==> config.mk <==
export PLATFORM = sky130hd
export DESIGN_NAME = branch_predict_unit
export DESIGN_NICKNAME = d
export VERILOG_FILES = /design/src/rtl/branch_predict_unit.sv
export SDC_FILE = /design/constraint.sdc
export NUM_CORES = 2
export LEC_CHECK = 0
export BUFFER_PORTS_ARGS = -buffer_cell sky130_fd_sc_hd__buf_2
export CORE_ASPECT_RATIO = 1.1
export CORE_MARGIN = 1.5
export CORE_UTILIZATION = 46
export DETAILED_ROUTE_END_ITERATION = 10
export GPL_ROUTABILITY_DRIVEN = 0
export REMOVE_ABC_BUFFERS = 1
export SLEW_MARGIN = 20
export SYNTH_ARGS = -nofsm -noshare
export SYNTH_HDL_FRONTEND = slang
export SYNTH_SLANG_ARGS = --single-unit
export TNS_END_PERCENT = 20
==> constraint.sdc <==
create_clock -name clk -period 9.2 [get_ports clk]
set_clock_uncertainty 0.2 [all_clocks]
set_input_delay 0.92 -clock clk [delete_from_list [all_inputs] [get_ports clk]]
set_output_delay 0.92 -clock clk [all_outputs]
set_load 0.03 [all_outputs]
==> src/rtl/branch_predict_unit.sv <==
// branch_predict_unit
// Direct-mapped branch target buffer with 2-bit saturating counters. It
// predicts the next fetch PC in IF and resolves control flow in ID, so a
// misprediction costs exactly one flushed fetch.
//
// Ports
//   clk, reset              clock and asynchronous active-high reset
//   if_pc / pred_pc         fetch PC and its combinational next-PC prediction
//   id_valid, id_stall      ID holds a real instruction / ID is frozen
//   id_instr, id_pc         instruction in ID and its PC
//   id_pred_pc              prediction made for this instruction while in IF
//   GPR_rs_data/rt_data     forwarded register operands for branch compare
//   redirect, redirect_pc   misprediction flag and the correct next PC
//   branch_cnt              updating control instructions seen
//   mispredict_cnt          cycles with redirect asserted
module branch_predict_unit #(
  parameter int ENTRIES = 16,
  parameter int IDX_W   = 4,
  parameter int CNT_W   = 32
) (
  input  logic             clk,
  input  logic             reset,
  input  logic [31:0]      if_pc,
  output logic [31:0]      pred_pc,
  input  logic             id_valid,
  input  logic             id_stall,
  input  logic [31:0]      id_instr,
  input  logic [31:0]      id_pc,
  input  logic [31:0]      id_pred_pc,
  input  logic [31:0]      GPR_rs_data,
  input  logic [31:0]      GPR_rt_data,
  output logic             redirect,
  output logic [31:0]      redirect_pc,
  output logic [CNT_W-1:0] branch_cnt,
  output logic [CNT_W-1:0] mispredict_cnt
);

  localparam int TAG_W = 30 - IDX_W;

  logic [ENTRIES-1:0] valid_q;
  logic [TAG_W-1:0]   tag_q    [ENTRIES];
  logic [31:0]        target_q [ENTRIES];
  logic [1:0]         cnt_q    [ENTRIES];

  logic [IDX_W-1:0] if_idx;
  logic [TAG_W-1:0] if_tag;
  logic             if_hit;

  logic [IDX_W-1:0] id_idx;
  logic [TAG_W-1:0] id_tag;
  logic             id_hit;

  logic [5:0]  opcode;
  logic [31:0] seq_pc;
  logic [31:0] br_target;
  logic [31:0] jmp_target;
  logic        is_branch;
  logic        is_jump;
  logic        taken;
  logic [31:0] actual_pc;
  logic        do_update;
  logic        write_entry;

  // Fetch-side lookup. Reads the array before any same-cycle update lands,
  // so an ID write to the same index only affects the following fetch.
  // Jump entries are allocated at 2'b11, so counter[1] covers them as well.
  always_comb begin
    if_idx  = if_pc[IDX_W+1:2];
    if_tag  = if_pc[31:IDX_W+2];
    if_hit  = valid_q[if_idx] && (tag_q[if_idx] == if_tag);
    pred_pc = (if_hit && cnt_q[if_idx][1]) ? target_q[if_idx] : (if_pc + 32'd4);
  end

  // ID-side decode and resolution. Anything that is not one of the
  // recognised control opcodes falls through as never taken, so a bogus
  // taken prediction on an ordinary instruction still gets redirected.
  always_comb begin
    opcode     = id_instr[31:26];
    seq_pc     = id_pc + 32'd4;
    br_target  = seq_pc + {{14{id_instr[15]}}, id_instr[15:0], 2'b00};
    jmp_target = {id_pc[31:28], id_instr[25:0], 2'b00};
    is_branch  = 1'b0;
    is_jump    = 1'b0;
    taken      = 1'b0;
    case (opcode)
      6'b000100: begin is_branch = 1'b1; taken = (GPR_rs_data == GPR_rt_data); end
      6'b000101: begin is_branch = 1'b1; taken = (GPR_rs_data != GPR_rt_data); end
      6'b000110: begin is_branch = 1'b1; taken = GPR_rs_data[31] || (GPR_rs_data == 32'd0); end
      6'b000111: begin is_branch = 1'b1; taken = !GPR_rs_data[31] && (GPR_rs_data != 32'd0); end
      6'b000010,
      6'b000011: begin is_jump = 1'b1; taken = 1'b1; end
      default:   ;
    endcase
    actual_pc   = taken ? (is_jump ? jmp_target : br_target) : seq_pc;
    do_update   = id_valid && !id_stall;
    redirect    = do_update && (actual_pc != id_pred_pc);
    redirect_pc = actual_pc;
    id_idx      = id_pc[IDX_W+1:2];
    id_tag      = id_pc[31:IDX_W+2];
    id_hit      = valid_q[id_idx] && (tag_q[id_idx] == id_tag);
    write_entry = do_update && (is_jump || (is_branch && (id_hit || taken)));
  end

  // Valid bits, saturating counters and performance counters. These are
  // the only state reset touches: clearing valid is enough to make every
  // lookup miss, and a reset landing on an update edge wins outright.
  always_ff @(posedge clk or posedge reset) begin
    if (reset) begin
      valid_q        <= '0;
      branch_cnt     <= '0;
      mispredict_cnt <= '0;
      for (int i = 0; i < ENTRIES; i++) begin
        cnt_q[i] <= 2'b01;
      end
    end else begin
      if (do_update) begin
        if (is_jump) begin
          valid_q[id_idx] <= 1'b1;
          cnt_q[id_idx]   <= 2'b11;
        end else if (is_branch) begin
          if (id_hit) begin
            if (taken && (cnt_q[id_idx] != 2'b11)) begin
              cnt_q[id_idx] <= cnt_q[id_idx] + 2'd1;
            end else if (!taken && (cnt_q[id_idx] != 2'b00)) begin
              cnt_q[id_idx] <= cnt_q[id_idx] - 2'd1;
            end
          end else if (taken) begin
            valid_q[id_idx] <= 1'b1;
            cnt_q[id_idx]   <= 2'b10;
          end
        end else if (redirect) begin
          valid_q[id_idx] <= 1'b0;
        end
        if (is_branch || is_jump) begin
          branch_cnt <= branch_cnt + CNT_W'(1);
        end
      end
      if (redirect) begin
        mispredict_cnt <= mispredict_cnt + CNT_W'(1);
      end
    end
  end

  // Tag and target payload. Left out of reset on purpose: an entry is only
  // ever trusted through its valid bit, which reset clears.
  always_ff @(posedge clk) begin
    if (write_entry) begin
      tag_q[id_idx]    <= id_tag;
      target_q[id_idx] <= is_jump ? jmp_target : br_target;
    end
  end

endmodule

==> impl_results.md <==
* Ys async rst share at 10.8%
* HP Class: register to register
* Pins Over Slew Limit at 0
* Clk pin slew, worst setup/hold paths at 0.06 ns
* Placed insts at 4533
* Yosys warning count at 0
* Area Overhead vs Synth at 14.4%
* Vias at 30400
* GRT Util Overall at approximately 28%
* DR iter-0 viols at 3773
* First-pass GRT wire length at between 200 and 250 mm
* Max Freq at 119 MHz
* Fill cells at 8468
* Setup repair bufs after CTS at 0
* Period utilization at 91.3%
* Crit path buffers/inverters at 2
* Top_reg_cell synth: edfxtp_1
* Ratio of cells with drive above 1 in the final layout at approximately a third
* Clk root buf: clkbuf_16
* Setup TNS at 0 ns
* Drt drc at 0
* CP Capture Type: output pin
* CTS resizes at 0
* Synth cell types at 80
* Final Hold Vio Count at 0
* Drt first pass iters at 7
* Final setup vio count at 0
* Max-cap violations at 0
* Hold buffer count at CTS at 1
* Non-Filler Instances at 4735
* Most frequent cell after synthesis: edfxtp_1
* Outcome: completed
* Die Y at 347 µm
* Detailed Place HPWL at 98.1 mm
* Synth Cell Area at 49400 µm²
* Global route overflow at 0
* Antenna violations before repair at 22
* Synth Instances at 2891
* Crit path time final at 8.40 ns
* Htree depth at 3
* Yosys reg bits at about 1000
* Post-synth top cells: edfxtp_1, mux4_2, nor2_1
* Pwr/cell area at about 190 nW/µm²
* Wirelength, routed at 151 mm
* CP delay by family, top: compound AO/OA/AOI/OAI gates
* Die area at 109000 µm²
* Clk_lat worst skew at 0.71 ns
* Crit-path max FO at 17
* WS Path Type: primary input to output pin
* Core area at 106000 µm²
* Synthesized area per cell at 17.1 µm²
* Sequential element share of the synthesized area at 62.1%
* WL/cell at 31.9 µm
* Most area-consuming cells after synthesis: edfxtp_1, mux4_2, dfrtp_1
* Worst Min Path Start: mispredict_cnt[31]$_DFFE_PP0P_
* IO Pins at 325
* Worst Path Arrival at 7.28 ns
* Largest net degree at the start of global routing at 124
* Startpoint Class: primary input
* Reg2Reg Setup Slack at between 4 and 5 ns
* Row Count at 125
* Synth top area share at 56.4%
* Die Wd at between 300 and 400 µm
* EDFF count, synth at 928
* Port Buffers at roughly 320
* Max rail drop VDD at 0.153 mV
* Worst path slowest cell: nor3_2
* Number of buffers created by CTS at between 100 and 150
* Post-route antenna net violation count at 0
* CTS max path bufs at 3
* Area leader, netlist: edfxtp_1
* Net count, final at 3484
* RSZ-0062 raised after global routing: no
* Initial Util at 46.6%
* Sink Count at ~1000
* CTS tree: done
* Core Util, Final at 53.3%
* Vias/cell at ~6.4
* Max stage delay on crit path at between 0.8 and 0.9 ns
* Tot Pwr at 10.8 mW
* Slew headroom at approximately a quarter
* Leakage power at around 19 nW
* Measured slew at the worst slew-check pin at 1.09 ns
* Reg2reg start: tag_q[2][5]$_DFFE_PP_
* Vias in the first global route at 30600
* Hold_ws at 0.267 ns
* Worst setup startpoint: id_pc[2]
* Crit-path cells: clkbuf_8, ha_1, nand3_1, xnor2_1, ha_1, o211ai_1, o21ai_0, a21oi_1, o311a_1, nor3_2, mux2_2, xnor2_1, o2111ai_1, a2111oi_0, and4b_2, nor2_2, buf_2
* Critical Path RT at 8.08 ns
==> layout by cell type, fill, tap and decap left out, types with 15 or more instances in the layout <==
master     Yosys  final
edfxtp_1     928    928
mux4_2       436    436
buf_2         32    318
nor2_1       160    143
nand2_1      136    136
xor2_1       123    123
xnor2_1      123    123
clkbuf_16      0    108
dfrtp_1       96     96
a21oi_1       92     89
buf_4          2     72
nand3_1       63     63
o21ai_0       52     52
nand4_1       46     46
mux2_2        46     46
ha_1          43     43
inv_1         42     41
nor4_1        40     40
clkbuf_1      84     27
nor3_1        26     25
and3_1        22     22
clkinv_1       1     21
or3_1         17     17
nor2_4         0     17
a31oi_1       16     16
and2_1        16     16
o31ai_1       19     16
dfstp_2       16     16
buf_12         0     15
==> layout make-up <==
type / count / area [µm²] / area share [%]
flip-flops and latches: 1040 / 30700 / 54.3
multi-input cells: 1643 / 18000 / 31.9
clock buffers: 142 / 2900 / 5.13
repair buffers: 411 / 2520 / 4.47
well taps: 1397 / 1750 / 3.09
clock inverters: 49 / 439 / 0.777
inverters: 43 / 164 / 0.290
diodes: 10 / 25.0 / 0.0443
==> worst reg2reg max path, cell delays in order (launching register included) <==
cell and delay (ns):
edfxtp_1 0.39, mux4_2 0.51, mux4_2 0.50, xnor2_1 0.44
nand3_1 0.15, nor3_1 0.36, nand2_1 0.39, clkinv_1 0.20
o21ai_4 0.19, buf_16 0.27, nor2_4 0.69, buf_4 0.41
==> sequential cells by signal, indices dropped and copies added (netlist names), named ones only <==
| register | cells |
|---|---|
| target_q | 512 |
| tag_q | 416 |
| branch_cnt | 32 |
| cnt_q | 32 |
| mispredict_cnt | 32 |
==> cells by family (layout without fill, tap and decap cells) <==
family                     count (synthesis)  in the layout  synth area share [%]
DFF                                     1040           1040                  62.1
and+or+nand+nor                          592            592                  6.08
muxes                                    490            490                  21.1
AOI/OAI and AO/OA                        271            271                  3.47
xor gates and xnor gates                 246            246                  4.36
buffers and inverters                    208            645                  1.75
adders and majority gates                 44             44                  1.13
other                                      0             10                     0
==> layer usage <==
metal	track usage [%]	up-vias	share of wire [%]
li1	-	12500	-
met1	38.5	16000	39
met2	45.0	1632	49
met3	4.52	294	8.7
met4	8.64	14	3.1
met5	0	-	0.061
==> path summary, 6_finish.rpt <==
check,to,depth (start not counted)
setup reg to reg,target_q[3][1]$_DFFE_PP_,11
hold / removal,mispredict_cnt[31]$_DFFE_PP0P_,1
min in group asynchronous,mispredict_cnt[23]$_DFFE_PP0P_,3
max in group asynchronous,branch_cnt[28]$_DFFE_PP0P_,4
setup / recovery,redirect,17
hold reg to reg,mispredict_cnt[31]$_DFFE_PP0P_,1
==> stage by stage <==
stage,area [µm²],setup WS [ns]
finish,56500,0.799
floorplan,48700,1.89
detailed placement,53100,0.959
CTS,56500,0.941
global placement,53100,1.26
global route,56500,0.553
==> power breakdown <==
group | switching, mW | total [mW] | internal, mW
clock | 1.82 | 4.20 | 2.38
combinational | 0.807 | 1.25 | 0.447
sequential | 0.0382 | 5.33 | 5.29
Power figures use the tool's default switching activity.
